### src/rtl/async_fifo_pkg.sv
// async_fifo_pkg: shared state encoding and sizing helper for the async FIFO side blocks
package async_fifo_pkg;
   typedef enum logic {ST_IDLE = 1'b0, ST_BURST = 1'b1} arb_state_t;
   function automatic int clog2(input int v);
      int r;
      r = 0;
      while ((1 << r) < v) r++;
      return r;
   endfunction
endpackage

### src/rtl/async_fifo_wr_arb_if.sv
// async_fifo_wr_arb_if: requester handshakes plus the FIFO write port around the arbiter
interface async_fifo_wr_arb_if #(
   parameter int DW   = 8,
   parameter int NREQ = 4
);
   logic [NREQ-1:0]    i_req_valid;
   logic [NREQ*DW-1:0] i_req_data;
   logic [NREQ-1:0]    o_req_ready;
   logic [DW-1:0]      o_wr_data;
   logic               o_wr_valid;
   logic               i_wr_fifo_full;
   modport master (
      input  i_req_valid, i_req_data, i_wr_fifo_full,
      output o_req_ready, o_wr_data, o_wr_valid
   );
   modport slave (
      output i_req_valid, i_req_data, i_wr_fifo_full,
      input  o_req_ready, o_wr_data, o_wr_valid
   );
endinterface

### src/rtl/rr_pick.sv
// rr_pick: combinational round-robin picker, first set req bit at or after ptr (wrapping)
module rr_pick #(
   parameter int N  = 4,
   parameter int PW = 2
) (
   input  logic [N-1:0]  req,
   input  logic [PW-1:0] ptr,
   output logic [N-1:0]  gnt,
   output logic [PW-1:0] idx,
   output logic          any
);
   logic [PW-1:0] j;
   // scan farthest offset first so the nearest valid index from ptr wins
   always_comb begin
      idx = '0;
      j   = '0;
      for (int k = N - 1; k >= 0; k--) begin
         j   = PW'((int'(ptr) + k) % N);
         idx = req[j] ? j : idx;
      end
   end
   assign any = |req;
   assign gnt = any ? N'(1) << idx : '0;
endmodule

### src/rtl/async_fifo_wr_arb.sv
// async_fifo_wr_arb: round-robin burst arbiter sharing the FIFO write port among NREQ requesters
module async_fifo_wr_arb
   import async_fifo_pkg::*;
#(
   parameter int DW        = 8,
   parameter int NREQ      = 4,
   parameter int MAX_BURST = 4
) (
   input  logic                clk,
   input  logic                rstn,
   input  logic                sw_rst,
   async_fifo_wr_arb_if.master bus,
   output logic [NREQ-1:0]     o_gnt,
   output logic                o_busy,
   output logic [15:0]         o_xfer_cnt
);
   localparam int PW = clog2(NREQ);
   localparam int BW = clog2(MAX_BURST + 1);
   arb_state_t      state, state_n;
   logic [NREQ-1:0] gnt_n, p_gnt;
   logic [PW-1:0]   gidx, gidx_n, rr_ptr, rr_n, p_idx;
   logic [BW-1:0]   beat_cnt, beat_n;
   logic [15:0]     xfer_n;
   logic [DW-1:0]   g_data;
   logic            p_any, g_valid, accept, done, start;

   rr_pick #(.N(NREQ), .PW(PW)) u_pick (
      .req(bus.i_req_valid),
      .ptr(rr_ptr),
      .gnt(p_gnt),
      .idx(p_idx),
      .any(p_any)
   );

   always_comb begin
      g_data = '0;
      for (int i = 0; i < NREQ; i++) g_data = (PW'(i) == gidx) ? bus.i_req_data[i*DW +: DW] : g_data;
   end

   assign g_valid         = bus.i_req_valid[gidx];
   assign o_busy          = state == ST_BURST;
   assign start           = ~o_busy & p_any;
   assign accept          = o_busy & g_valid & ~bus.i_wr_fifo_full;
   // a requester gap or the last allowed beat hands the port to the next index
   assign done            = o_busy & (~g_valid | (accept & (beat_cnt == BW'(MAX_BURST - 1))));
   assign bus.o_wr_valid  = accept;
   assign bus.o_wr_data   = o_busy ? g_data : '0;
   assign bus.o_req_ready = accept ? o_gnt : '0;

   always_comb begin
      state_n = done ? ST_IDLE : start ? ST_BURST : state;
      gnt_n   = done ? '0 : start ? p_gnt : o_gnt;
      gidx_n  = start ? p_idx : gidx;
      rr_n    = done ? ((gidx == PW'(NREQ - 1)) ? '0 : gidx + 1'b1) : rr_ptr;
      beat_n  = ~o_busy ? '0 : accept ? beat_cnt + 1'b1 : beat_cnt;
      xfer_n  = o_xfer_cnt + 16'(accept);
   end

   always_ff @(posedge clk or negedge rstn) begin
      if (!rstn) begin
         state      <= ST_IDLE;
         o_gnt      <= '0;
         gidx       <= '0;
         rr_ptr     <= '0;
         beat_cnt   <= '0;
         o_xfer_cnt <= '0;
      end else if (sw_rst) begin
         state      <= ST_IDLE;
         o_gnt      <= '0;
         gidx       <= '0;
         rr_ptr     <= '0;
         beat_cnt   <= '0;
         o_xfer_cnt <= '0;
      end else begin
         state      <= state_n;
         o_gnt      <= gnt_n;
         gidx       <= gidx_n;
         rr_ptr     <= rr_n;
         beat_cnt   <= beat_n;
         o_xfer_cnt <= xfer_n;
      end
   end
endmodule
### src/flat_wrapper.sv
// flat-port wrapper written by rule: the top's interface ports become plain ports
module async_fifo_wr_arb_flat import async_fifo_pkg::*;
#(
   parameter int DW        = 8,
   parameter int NREQ      = 4,
   parameter int MAX_BURST = 4
)
  (clk, rstn, sw_rst, o_gnt, o_busy, o_xfer_cnt, bus_i_req_valid, bus_i_req_data, bus_i_wr_fifo_full, bus_o_req_ready, bus_o_wr_data, bus_o_wr_valid);
  async_fifo_wr_arb_if #(.DW(DW), .NREQ(NREQ)) bus_i ();
  input  logic clk;
  input  logic rstn;
  input  logic sw_rst;
  output logic [NREQ-1:0] o_gnt;
  output logic o_busy;
  output logic [15:0] o_xfer_cnt;
  input wire logic [$bits(bus_i.i_req_valid)-1:0] bus_i_req_valid;
  input wire logic [$bits(bus_i.i_req_data)-1:0] bus_i_req_data;
  input wire logic [$bits(bus_i.i_wr_fifo_full)-1:0] bus_i_wr_fifo_full;
  output wire logic [$bits(bus_i.o_req_ready)-1:0] bus_o_req_ready;
  output wire logic [$bits(bus_i.o_wr_data)-1:0] bus_o_wr_data;
  output wire logic [$bits(bus_i.o_wr_valid)-1:0] bus_o_wr_valid;
  assign bus_i.i_req_valid = bus_i_req_valid;
  assign bus_i.i_req_data = bus_i_req_data;
  assign bus_i.i_wr_fifo_full = bus_i_wr_fifo_full;
  assign bus_o_req_ready = bus_i.o_req_ready;
  assign bus_o_wr_data = bus_i.o_wr_data;
  assign bus_o_wr_valid = bus_i.o_wr_valid;
  async_fifo_wr_arb #(.DW(DW), .NREQ(NREQ), .MAX_BURST(MAX_BURST)) u_core (.clk(clk), .rstn(rstn), .sw_rst(sw_rst), .bus(bus_i), .o_gnt(o_gnt), .o_busy(o_busy), .o_xfer_cnt(o_xfer_cnt));
endmodule
### config.mk
export PLATFORM = sky130hd
export DESIGN_NAME = async_fifo_wr_arb_flat
export DESIGN_NICKNAME = d
export VERILOG_FILES = /design/src/rtl/async_fifo_pkg.sv /design/src/rtl/async_fifo_wr_arb_if.sv /design/src/rtl/rr_pick.sv /design/src/rtl/async_fifo_wr_arb.sv /design/src/flat_wrapper.sv
export SDC_FILE = /design/constraint.sdc
export NUM_CORES = 1
export LEC_CHECK = 0
export CAP_MARGIN = 10
export CORE_AREA = 2 2 103 55
export DETAILED_ROUTE_END_ITERATION = 10
export DIE_AREA = 0 0 105 57
export GPL_TIMING_DRIVEN = 0
export HOLD_SLACK_MARGIN = 0.02
export PLACE_DENSITY = 0.69
export SETUP_SLACK_MARGIN = 0.05
export SKIP_LAST_GASP = 1
export SLEW_MARGIN = 30
export SYNTH_ARGS = -nofsm -noshare
export SYNTH_HDL_FRONTEND = slang
export SYNTH_SLANG_ARGS = --single-unit
export TNS_END_PERCENT = 1
### constraint.sdc
create_clock -name clk -period 3.1 [get_ports clk]
set_input_delay 0.62 -clock clk [delete_from_list [all_inputs] [get_ports clk]]
set_output_delay 0.62 -clock clk [all_outputs]
set_load 0.03 [all_outputs]
==> results of run 1 <==
## layout make-up
type	count	area share, %
flip-flops and latches	28	25.86
multi-input cells	148	38.15
clock buffers	4	2.025
plain buffers	12	1.933
well taps	73	3.359
inverters	15	2.071
repair buffers	74	26.60
## sequential cells by signal, indices dropped and copies added, names as in the netlist
name               count
u_core.o_busy          1
u_core.o_xfer_cnt     16
u_core.gidx            2
u_core.beat_cnt        3
u_core.o_gnt           4
u_core.rr_ptr          2
## through the flow
| step | util (%) | total power, W | cell area, sq um | setup TNS [ns] | hold WS (ns) |
|---|---|---|---|---|---|
| global route | 52.46 | 0.0009373 | 2719 | -0.5330 | 0.3894 |
| global placement | 51.30 | 0.0006641 | 2659 | -2.431 | 0.5085 |
| CTS | 52.27 | 0.0008920 | 2709 | -1.525 | 0.3790 |
| floorplan | - | 0.0005378 | 1847 | 0 | 0.3244 |
| finish | 52.46 | 0.0008920 | 2719 | -0.1119 | 0.3447 |
| detailed placement | 51.21 | 0.0006671 | 2654 | -2.978 | 0.4996 |
## cell families (layout without fill, tap and decap cells)
| family | Yosys count | count (layout) | synth area share [%] |
|---|---|---|---|
| AOI/OAI and AO/OA | 57 | 57 | 22.90 |
| xor gates and xnor gates | 6 | 6 | 2.846 |
| adders and majority gates | 7 | 7 | 4.742 |
| buffers and inverters | 28 | 105 | 5.894 |
| DFF | 28 | 28 | 37.94 |
| muxes | 5 | 5 | 3.523 |
| and+or+nand+nor | 73 | 73 | 22.15 |
## worst max-delay path: stages
cell and delay, ns:
clkdlybuf4s50_1 0.48, mux4_2 0.54, nor2b_1 0.15, buf_2 0.18, and3_1 0.20, clkdlybuf4s15_1 0.34
## placed cells by master (no fill, tap or decap), types with 6 or more instances in the layout
master	Yosys	routed
a21oi_1	10	10
ha_1	7	7
o31ai_1	6	6
a211o_1	8	8
nor2b_1	7	7
clkdlybuf4s50_1	0	56
a221oi_1	7	7
nand2_1	17	17
clkbuf_2	0	6
dfrtp_1	28	26
clkbuf_1	10	6
or4_1	6	6
nor2_1	12	12
a21boi_0	9	9
inv_1	15	15
## metal layers
layer / wire [um] / GRT usage (%) / up-vias / part of all wire (%)
met5: 0 / 0 / - / 0
met4: 13 / 3.048 / 0 / 0.23
met3: 213 / 4.229 / 4 / 3.8
met2: 2199 / 25.79 / 33 / 39
met1: 3187 / 31.95 / 884 / 57
li1: - / - / 910 / -
## timing repair
item	4_1_cts	5_1_grt
setup buffers	0	2
pin swaps	0	0
gates resized for setup	31	17
hold buffers	0	0
endpoints found under the setup margin	13	13
## worst min-delay path by stage
stage	to	slack (ns)
after floorplan	u_core.beat_cnt[0]	0.32
after CTS	u_core.o_gnt[2]	0.38
final	u_core.o_xfer_cnt[10]	0.34
after global placement	u_core.beat_cnt[1]	0.51
after global routing	u_core.o_xfer_cnt[10]	0.39
after detailed placement	u_core.o_gnt[0]	0.50
## power by group through the flow
| stage | Sequential, W | Clock [W] | Combinational (W) |
|---|---|---|---|
| 2_1_floorplan | 0.000404 | 0 | 0.000134 |
| 3_3_place_gp | 0.000395 | 0 | 0.000269 |
| 3_5_place_dp | 0.000396 | 0 | 0.000272 |
| 4_1_cts | 0.000389 | 0.000237 | 0.000267 |
| 5_1_grt | 0.000391 | 0.000254 | 0.000293 |
| 6_report | 0.000389 | 0.000232 | 0.000271 |
==> flow_summary_export.csv, run 1 <==
group,metric,value,unit
synth,synth.most_common_cell,"dfrtp_1",
grt,grt.total_usage,19.41,%
route,routed_wl,5.614,mm
synth,ys.flop_type,"dfrtp_1",
power_and_ir_drop,pwr-share-clk,26.0,%
synth,syn_area_per_cell,9.053,sq um
timing,setup_ws,-0.03656,ns
synth,yosysTopAreaCell,"dfrtp_1",
timing,skew,0.006724,ns
power_and_ir_drop,p_switching,0.0002722,W
timing,report.final.slew_viol_count,0,
grt,antenna_found_initial,0,
grt,grt_max_degree,29,
die,core,5182,sq um
timing,rsz0062_at_grt,"true",
clock_tree,clk_pin_slew,0.10,ns
worst_setup_path,worstPathArrival,2.52,ns
clock_tree,cts-root-buf,"clkbuf_8",
finish,antenna_cells,0,
route,ant_nets,0,
power_and_ir_drop,power_frac_seq,43.6,%
worst_setup_path,regToRegStartpoint,"u_core.gidx[0]",
finish,num-fill-cells,508,
worst_setup_path,reg2reg_to,"u_core.o_xfer_cnt[15]",
grt,overflow,0,
synth,synth.distinct_cells,40,
die,die_x,105,um
worst_setup_path,cp-start-kind,"primary input",
die,die_h,57,um
route,wl_per_cell,15.86,um
synth,ys_seq_elements,28,
synth,synth_edf_count,0,
placed_design,place_congestion,0.8871,
clock_tree,clock-sinks,28,
timing,worst_pin_slew,0.6360,ns
timing,finalCritPeriodShare,101.2,%
finish,syn_to_final_growth,47.22,%
worst_setup_path,critPathMaxFanout,10,
outcome,outcome,"finished, violations left",
timing,fmax,318.8,MHz
synth,ys_top_cells_by_area,"dfrtp_1 (38%), ha_1 (4.7%), a211o_1 (3.8%)",
finish,regArea,703.2,sq um
synth,synthArstFlopShare,100.0,%
finish,final_cells,354,
finish,final_layout_size_suffix_gt1_share,10.32,%
power_and_ir_drop,vdd_drop_max,0.0001629,V
synth,ys_seq_area_share,37.94,%
finish,multiInputGateArea,1037,sq um
placed_design,port_buffers,72,
flow_run,cap_viol_max_count,0,
timing,max_slew_margin,57.60,%
power_and_ir_drop,power.leakage,1.152,nW
power_and_ir_drop,swShare,30.51,%
finish,nets,329,
power_and_ir_drop,pwr_density_cell,328.1,nW/um^2
clock_tree,htree_levels,1,
timing,hold_viol,0,
timing,finalCriticalPeriod,3.137,ns
timing,setup-violations-final,4,
worst_setup_path,critPathKind,"in2out",
route,num_vias,1831,
placed_design,place_inst,349,
clock_tree,clockBufferDepth,2,
route,drtIter0Drc,112,
route,drc_errors,0,
synth,ys.warnings.count,0,
die,row_count,19,
worst_setup_path,reg2reg_slack,0.61,ns
worst_setup_path,crit_path_end,"bus_o_req_ready[1]",
grt,grt_pass1_vias,1768,
worst_setup_path,cp-startpoint,"bus_i_req_valid[3]",
clock_tree,cts_buffers,3,
placed_design,dp_slack,-0.3399,ns
grt,grt_pass1_wl,9.073,mm
synth,synthTopCellsByCount,"dfrtp_1 (28), nand2_1 (17), inv_1 (15), nor2_1 (12)",
power_and_ir_drop,combPwrFrac,30.4,%
clock_tree,tritoncts,"yes",
route,dr.pass1.iters,4,
synth,synthesis.nets,251,
worst_setup_path,crit_required,2.48,ns
placed_design,hpwl,4.453,mm
worst_hold_path,hold_class,"in2async",
synth,synth_top_cell_area_share,37.94,%
clock_tree,clk_latency,0.28,ns
die,die-area,5985,sq um
worst_setup_path,reg2reg_depth,8,
die,initial_core_util,35.63,%
power_and_ir_drop,p_int,0.0006198,W
worst_setup_path,end_kind,"output port",
synth,synth_area,1847,sq um
route,viasPerCell,5.172,
outcome,violations,"negative setup slack",
synth,synthCells,204,
die,num_io_pins,74,
(Power assumes the default switching activity.)
==> run 2, diff against run 1 <==
--- a/config.mk
+++ b/config.mk
@@ -10,7 +10,7 @@
 export DETAILED_ROUTE_END_ITERATION = 10
 export DIE_AREA = 0 0 105 57
 export GPL_TIMING_DRIVEN = 0
-export HOLD_SLACK_MARGIN = 0.02
+export HOLD_SLACK_MARGIN = 0.1
 export PLACE_DENSITY = 0.69
 export SETUP_SLACK_MARGIN = 0.05
 export SKIP_LAST_GASP = 1
==> results of run 2 <==
Final layout, timing and power as in run 1 (identical DEF).
==> run 3, diff against run 2 <==
--- a/config.mk
+++ b/config.mk
@@ -14,7 +14,7 @@
 export PLACE_DENSITY = 0.69
 export SETUP_SLACK_MARGIN = 0.05
 export SKIP_LAST_GASP = 1
-export SLEW_MARGIN = 30
+export SLEW_MARGIN = 20
 export SYNTH_ARGS = -nofsm -noshare
 export SYNTH_HDL_FRONTEND = slang
 export SYNTH_SLANG_ARGS = --single-unit
==> results of run 3 <==
Final layout, timing and power as in run 1 (identical DEF).
